## config.mk

```make
export PLATFORM = sky130hd
export DESIGN_NAME = debug_snap_ctrl_flat
export DESIGN_NICKNAME = d
export VERILOG_FILES = /design/src/rtl/debug_snap_pkg.sv /design/src/rtl/debug_snap_ctrl_if.sv /design/src/rtl/debug_snap_bank.sv /design/src/rtl/debug_snap_ctrl.sv /design/src/flat_wrapper.sv
export SDC_FILE = /design/constraint.sdc
export NUM_CORES = 2
export LEC_CHECK = 0
export ABC_AREA = 1
export BUFFER_PORTS_ARGS = -buffer_cell sky130_fd_sc_hd__buf_4
export CORE_MARGIN = 10
export CORE_UTILIZATION = 47
export CTS_BUF_LIST = sky130_fd_sc_hd__clkbuf_8
export CTS_CLUSTER_DIAMETER = 80
export CTS_CLUSTER_SIZE = 8
export DETAILED_ROUTE_END_ITERATION = 12
export HOLD_SLACK_MARGIN = 0.05
export MAX_ROUTING_LAYER = met4
export PLACE_DENSITY = 0.63
export SYNTH_ARGS = -nofsm -noshare
export SYNTH_HDL_FRONTEND = slang
export SYNTH_HIERARCHICAL = 1
export SYNTH_SLANG_ARGS = --single-unit
```

## constraint.sdc

```tcl
create_clock -name clk -period 83.8 [get_ports clk]
set_input_delay 8.38 -clock clk [delete_from_list [all_inputs] [get_ports clk]]
set_output_delay 8.38 -clock clk [all_outputs]
set_load 0.1 [all_outputs]
```

## src/rtl/debug_snap_pkg.sv

```systemverilog
// Shared constants and FSM state type for the debug snapshot controller.
package debug_snap_pkg;

    localparam int unsigned NREGS_DEF  = 32;
    localparam int unsigned DATA_W_DEF = 32;
    localparam int unsigned ADDR_W     = 5;

    typedef enum logic [1:0] {
        IDLE,
        COPY,
        SWAP
    } state_t;

endpackage

```

## src/rtl/debug_snap_ctrl_if.sv

```systemverilog
// Shared register-file read port: CPU request/address in, arbitrated address out, read data back.
interface debug_snap_ctrl_if
    import debug_snap_pkg::*;
#(
    parameter int unsigned DATA_W = DATA_W_DEF
);

    logic              cpu_req;
    logic [ADDR_W-1:0] cpu_addr;
    logic [ADDR_W-1:0] rf_addr;
    logic [DATA_W-1:0] rf_data;

    // Controller side: arbitrates the read port and consumes the read data.
    modport master (
        input  cpu_req,
        input  cpu_addr,
        input  rf_data,
        output rf_addr
    );

    // Register-file / CPU side.
    modport slave (
        output cpu_req,
        output cpu_addr,
        output rf_data,
        input  rf_addr
    );

endinterface

```

## src/rtl/debug_snap_bank.sv

```systemverilog
// Double-buffered snapshot storage: writes go to the back bank, reads come from the front bank.
module debug_snap_bank #(
    parameter int unsigned NREGS  = 32,
    parameter int unsigned DATA_W = 32,
    parameter int unsigned IDX_W  = 5
) (
    input  logic              clk,
    input  logic              rst,
    input  logic              sel,
    input  logic              we,
    input  logic [IDX_W-1:0]  waddr,
    input  logic [DATA_W-1:0] wdata,
    input  logic [IDX_W-1:0]  raddr,
    output logic [DATA_W-1:0] rdata
);

    logic [DATA_W-1:0] mem [2][NREGS];
    logic              back;

    assign back  = ~sel;
    assign rdata = mem[sel][raddr];

    // Clear both banks on reset; otherwise write the back bank when requested.
    always_ff @(posedge clk or posedge rst) begin
        if (rst) begin
            for (int unsigned b = 0; b < 2; b++) begin
                for (int unsigned i = 0; i < NREGS; i++) begin
                    mem[b][i] <= '0;
                end
            end
        end else if (we) begin
            mem[back][waddr] <= wdata;
        end
    end

endmodule

```

## src/rtl/debug_snap_ctrl.sv

```systemverilog
// Copies the register file into a back bank on each vsync rising edge, stealing only
// the read-port cycles the CPU leaves idle, then swaps banks for the debug screen.
module debug_snap_ctrl
    import debug_snap_pkg::*;
#(
    parameter int unsigned NREGS  = NREGS_DEF,
    parameter int unsigned DATA_W = DATA_W_DEF
) (
    input  logic                clk,
    input  logic                rst,
    input  logic                vsync,
    input  logic                freeze,
    debug_snap_ctrl_if.master   rf,
    input  logic [ADDR_W-1:0]   scr_addr,
    output logic [DATA_W-1:0]   scr_data,
    output logic                busy,
    output logic                overrun,
    output logic [15:0]         frame_cnt
);

    localparam int unsigned IDX_W = (NREGS > 1) ? $clog2(NREGS) : 1;

    state_t           state;
    state_t           state_next;
    logic [IDX_W-1:0] idx;
    logic             front;
    logic             vsync_q;
    logic             v_rise;
    logic             copy_we;
    logic             start;

    assign v_rise     = vsync & ~vsync_q;
    assign start      = (state == IDLE) && v_rise && !freeze;
    assign rf.rf_addr = rf.cpu_req ? rf.cpu_addr : ADDR_W'(idx);

    // Next-state and per-cycle controls; the CPU always wins the read port.
    always_comb begin
        state_next = state;
        copy_we    = 1'b0;
        busy       = 1'b0;
        case (state)
            IDLE: begin
                if (start) state_next = COPY;
            end
            COPY: begin
                busy = 1'b1;
                if (!rf.cpu_req) begin
                    copy_we = 1'b1;
                    if (idx == IDX_W'(NREGS - 1)) state_next = SWAP;
                end
            end
            SWAP: begin
                busy       = 1'b1;
                state_next = IDLE;
            end
            default: state_next = IDLE;
        endcase
    end

    // FSM state register.
    always_ff @(posedge clk or posedge rst) begin
        if (rst) state <= IDLE;
        else     state <= state_next;
    end

    // Copy index: cleared on a new snapshot, advanced on each stolen cycle.
    always_ff @(posedge clk or posedge rst) begin
        if (rst)          idx <= '0;
        else if (start)   idx <= '0;
        else if (copy_we) idx <= idx + 1'b1;
    end

    // Previous vsync for edge detection.
    always_ff @(posedge clk or posedge rst) begin
        if (rst) vsync_q <= 1'b0;
        else     vsync_q <= vsync;
    end

    // Sticky overrun: an edge that lands while a snapshot is still in flight.
    always_ff @(posedge clk or posedge rst) begin
        if (rst)                            overrun <= 1'b0;
        else if (v_rise && state != IDLE)   overrun <= 1'b1;
    end

    // Bank swap and frame counting at the end of each completed snapshot.
    always_ff @(posedge clk or posedge rst) begin
        if (rst) begin
            front     <= 1'b0;
            frame_cnt <= '0;
        end else if (state == SWAP) begin
            front     <= ~front;
            frame_cnt <= frame_cnt + 16'd1;
        end
    end

    debug_snap_bank #(
        .NREGS  (NREGS),
        .DATA_W (DATA_W),
        .IDX_W  (IDX_W)
    ) u_bank (
        .clk   (clk),
        .rst   (rst),
        .sel   (front),
        .we    (copy_we),
        .waddr (idx),
        .wdata (rf.rf_data),
        .raddr (scr_addr[IDX_W-1:0]),
        .rdata (scr_data)
    );

endmodule
```

## src/flat_wrapper.sv

```systemverilog
// flat-port wrapper written by rule: the top's interface ports become plain ports
module debug_snap_ctrl_flat import debug_snap_pkg::*;
#(
    parameter int unsigned NREGS  = NREGS_DEF,
    parameter int unsigned DATA_W = DATA_W_DEF
)
  (clk, rst, vsync, freeze, scr_addr, scr_data, busy, overrun, frame_cnt, rf_cpu_req, rf_cpu_addr, rf_rf_data, rf_rf_addr);
  debug_snap_ctrl_if #(.DATA_W(DATA_W)) rf_i ();
  input  logic clk;
  input  logic rst;
  input  logic vsync;
  input  logic freeze;
  input  logic [ADDR_W-1:0] scr_addr;
  output logic [DATA_W-1:0] scr_data;
  output logic busy;
  output logic overrun;
  output logic [15:0] frame_cnt;
  input wire logic [$bits(rf_i.cpu_req)-1:0] rf_cpu_req;
  input wire logic [$bits(rf_i.cpu_addr)-1:0] rf_cpu_addr;
  input wire logic [$bits(rf_i.rf_data)-1:0] rf_rf_data;
  output wire logic [$bits(rf_i.rf_addr)-1:0] rf_rf_addr;
  assign rf_i.cpu_req = rf_cpu_req;
  assign rf_i.cpu_addr = rf_cpu_addr;
  assign rf_i.rf_data = rf_rf_data;
  assign rf_rf_addr = rf_i.rf_addr;
  debug_snap_ctrl #(.NREGS(NREGS), .DATA_W(DATA_W)) u_core (.clk(clk), .rst(rst), .vsync(vsync), .freeze(freeze), .rf(rf_i), .scr_addr(scr_addr), .scr_data(scr_data), .busy(busy), .overrun(overrun), .frame_cnt(frame_cnt));
endmodule
```

==> results.ini <==
[clocking]
clkSinkCount=2074
h-tree-depth=5
numCtsBuffers=309
clkTransAtPathRegs_ns=0.06
clock_path_buffers=4
ctsResizeCount=0
clk_latency_ns=1.08
cts_hold_buf=0
cts_tree=done
root_buffer=clkbuf_8
post-cts-setup-buffers=0

[cells_and_area]
drive_above_1_share_pct=6.11
multi_input_area_mm2=0.0374
final_cell_mix=nand2_1 (4381), dfrtp_1 (2073), o21ai_0 (1967)
seq_area_mm2=0.0519
fill_cells=19200
fin_cells=13800
layout_commonest_cell=nand2_1
num-nets-final=11200
area_growth_pct=6.36

[sta]
hold_viol=0
tns_ns=0
finalCritPeriodShare_pct=26.2
worstMarginPinSlew_ns=1.30
finalCriticalPeriod_ns=21.91
max_slew_margin_pct=13.5
hold_slack_ns=0.473
rsz0062_at_grt=false
setup_viol=0
skew_ns=0.0368
drv_slew=0
fmax_ghz=0.0456

[global_routing]
grt_use_total_pct=28.4
grt_pass1_vias=77200
antenna_found_initial=2
grt-ovfl-total=0
grt_pass1_wl_um=472000
grt_max_degree=195

[placed_design]
dp_hpwl_um=153000
dp_cells=13500
place_congestion=0.813
io_buffers=101

[worst_setup_path]
cpPeakStageDelay_ns=1.10
endpoint_kind=primary output
crit_chain=buf_8 -> inv_8 -> buf_4 -> buf_4 -> buf_4 -> nand3_1 -> nand3_1 -> nand3_1 -> nand3_1 -> nand2_1 -> nand2_1 -> nand2_1 -> buf_4
path_max_fanout=91
reg2reg_slack_ns=78.69
critical-path-top-delay-family=buffers and inverters
cp_num_cells=13
critPathArrivalTime_ns=13.53
slowest_stage=buf_4
crit_buf_inv=6
start_kind=input port
worstPathRequired_ns=75.42
r2r_cells=6
critical_path_class=in2out

[die]
fp.dieH_um=466
die_x_um=466
start_util_pct=47.3
rows=163
fp.dieArea_mm2=0.217
core_mm2=0.197
ios=102

[yosys]
ys_warn_count=6
avgSynthCellArea_um2=8.02
yosysSeqAreaShare_pct=55.6
synthDistinctLibCells=29
syn-num-nets=11700
syn-instance-count=11700
syn-cell-area_mm2=0.0934
ys_seq_elements=2074

[power]
seq_power_share_pct=49.5
clkPwrFrac_pct=23.7
ir_drop_mv=0.0263
internal_power_mw=1.90
power.switching_mw=1.09
swShare_pct=36.5
p_comb_share_pct=26.8
powerDensity_mw_per_mm2=30.1
leakage_nw=44.5

[outcome]
status=finished clean

[detailed_routing]
wl_met2_um=138000
postRouteAntennaNets=0
met3_length_um=24300
post-route-drc-count=0
vias_per_cell=5.84
num_vias=80800
routed.top_layer=met4
drt_iter0_drc=9500
drtPass1Iterations=9
routed_wl_um=305000
met1_length_um=130000
routedWlPerCell_um=22.0

[hold_path]
hold_path_class=reg2reg
whs_path_depth=1

[flow_run]
drv_cap=0

==> cell usage after synthesis, drive strengths merged <==
master | instances | area [um^2]
xor2 | 11 | 96.3
clkinv | 32 | 120
ha | 7 | 87.6
nand3b | 1 | 7.51
a31o | 1 | 8.76
mux2 | 1 | 11.3
nor3 | 7 | 91.3
nor2 | 44 | 183
o21ai | 2056 | 10300
dfrtp | 2074 | 51900
o21bai | 1 | 7.51
nand4 | 3 | 18.8
buf | 202 | 935
clkbuf | 827 | 3100
inv | 40 | 150
a21oi | 1 | 5.00
nand2 | 4421 | 16600
xnor2 | 1 | 8.76
nand3 | 1921 | 9750
a31oi | 1 | 6.26
==> cells by family (layout without fill, tap and decap cells) <==
logic type,after synthesis,after routing,share of synthesized area (%)
DFF,2074,2074,55.6
buffers and inverters,1101,638,4.61
adders and majority gates,7,7,0.0938
AOI/OAI and AO/OA,2060,2060,11.0
xor gates and xnor gates,12,12,0.113
and+or+nand+nor,6397,6397,28.6
other,0,10,0
muxes,1,1,0.0121
==> layout make-up <==
type	count	share of cell area [%]
diodes	10	0.0252
clock buffers	317	4.39
clock inverters	5	0.0579
inverters	72	0.310
multi-input cells	8477	37.7
flip-flops and latches	2074	52.2
well taps	2640	3.33
repair buffers	244	1.95
==> metrics by stage <==
step / area [um^2] / util (%) / power (mW) / worst slack (ns)
floorplan: 93400 / - / 2.08 / 17.57
detailed placement: 94900 / 48.1 / 2.29 / 61.98
CTS: 99300 / 50.3 / 3.00 / 61.99
global route: 99300 / 50.3 / 3.19 / 61.76
finish: 99300 / 50.3 / 2.99 / 61.89
global placement: 94900 / 48.1 / 2.25 / 61.98
==> routing by layer <==
layer  track usage, %  vias to the layer above
met1             38.1                    39400
met5                -                        -
met2             43.4                     3589
li1                 -                    37100
met4             11.0                        0
met3             4.40                      753
==> power groups by stage <==
stage                     Sequential [mW]  Clock, mW  Combinational, mW
final                                1.48      0.709              0.800
after detailed placement             1.49          0              0.795
after global routing                 1.52      0.765              0.907
after global placement               1.48          0              0.775
after floorplan                      1.48          0              0.605
after CTS                            1.48      0.726              0.797
==> worst paths after layout <==
kind / from / to
max: scr_addr[0] / scr_data[8]
min: u_core/overrun / u_core/overrun
max reg2reg: u_core/front / u_core/u_bank/mem[1748]
min reg2reg: u_core/overrun / u_core/overrun
max in group asynchronous: rst / u_core/u_bank/mem[269]
min in group asynchronous: rst / u_core/u_bank/mem[1759]
==> state kept, by name, indices dropped and copies added, names as in the netlist <==
| name | count |
|---|---|
| u_core/frame_cnt | 16 |
| u_core/front | 1 |
| u_core/idx | 5 |
| u_core/overrun | 1 |
| u_core/state | 2 |
| u_core/u_bank/mem | 2048 |
| u_core/vsync_q | 1 |
(Power assumes the default switching activity.)
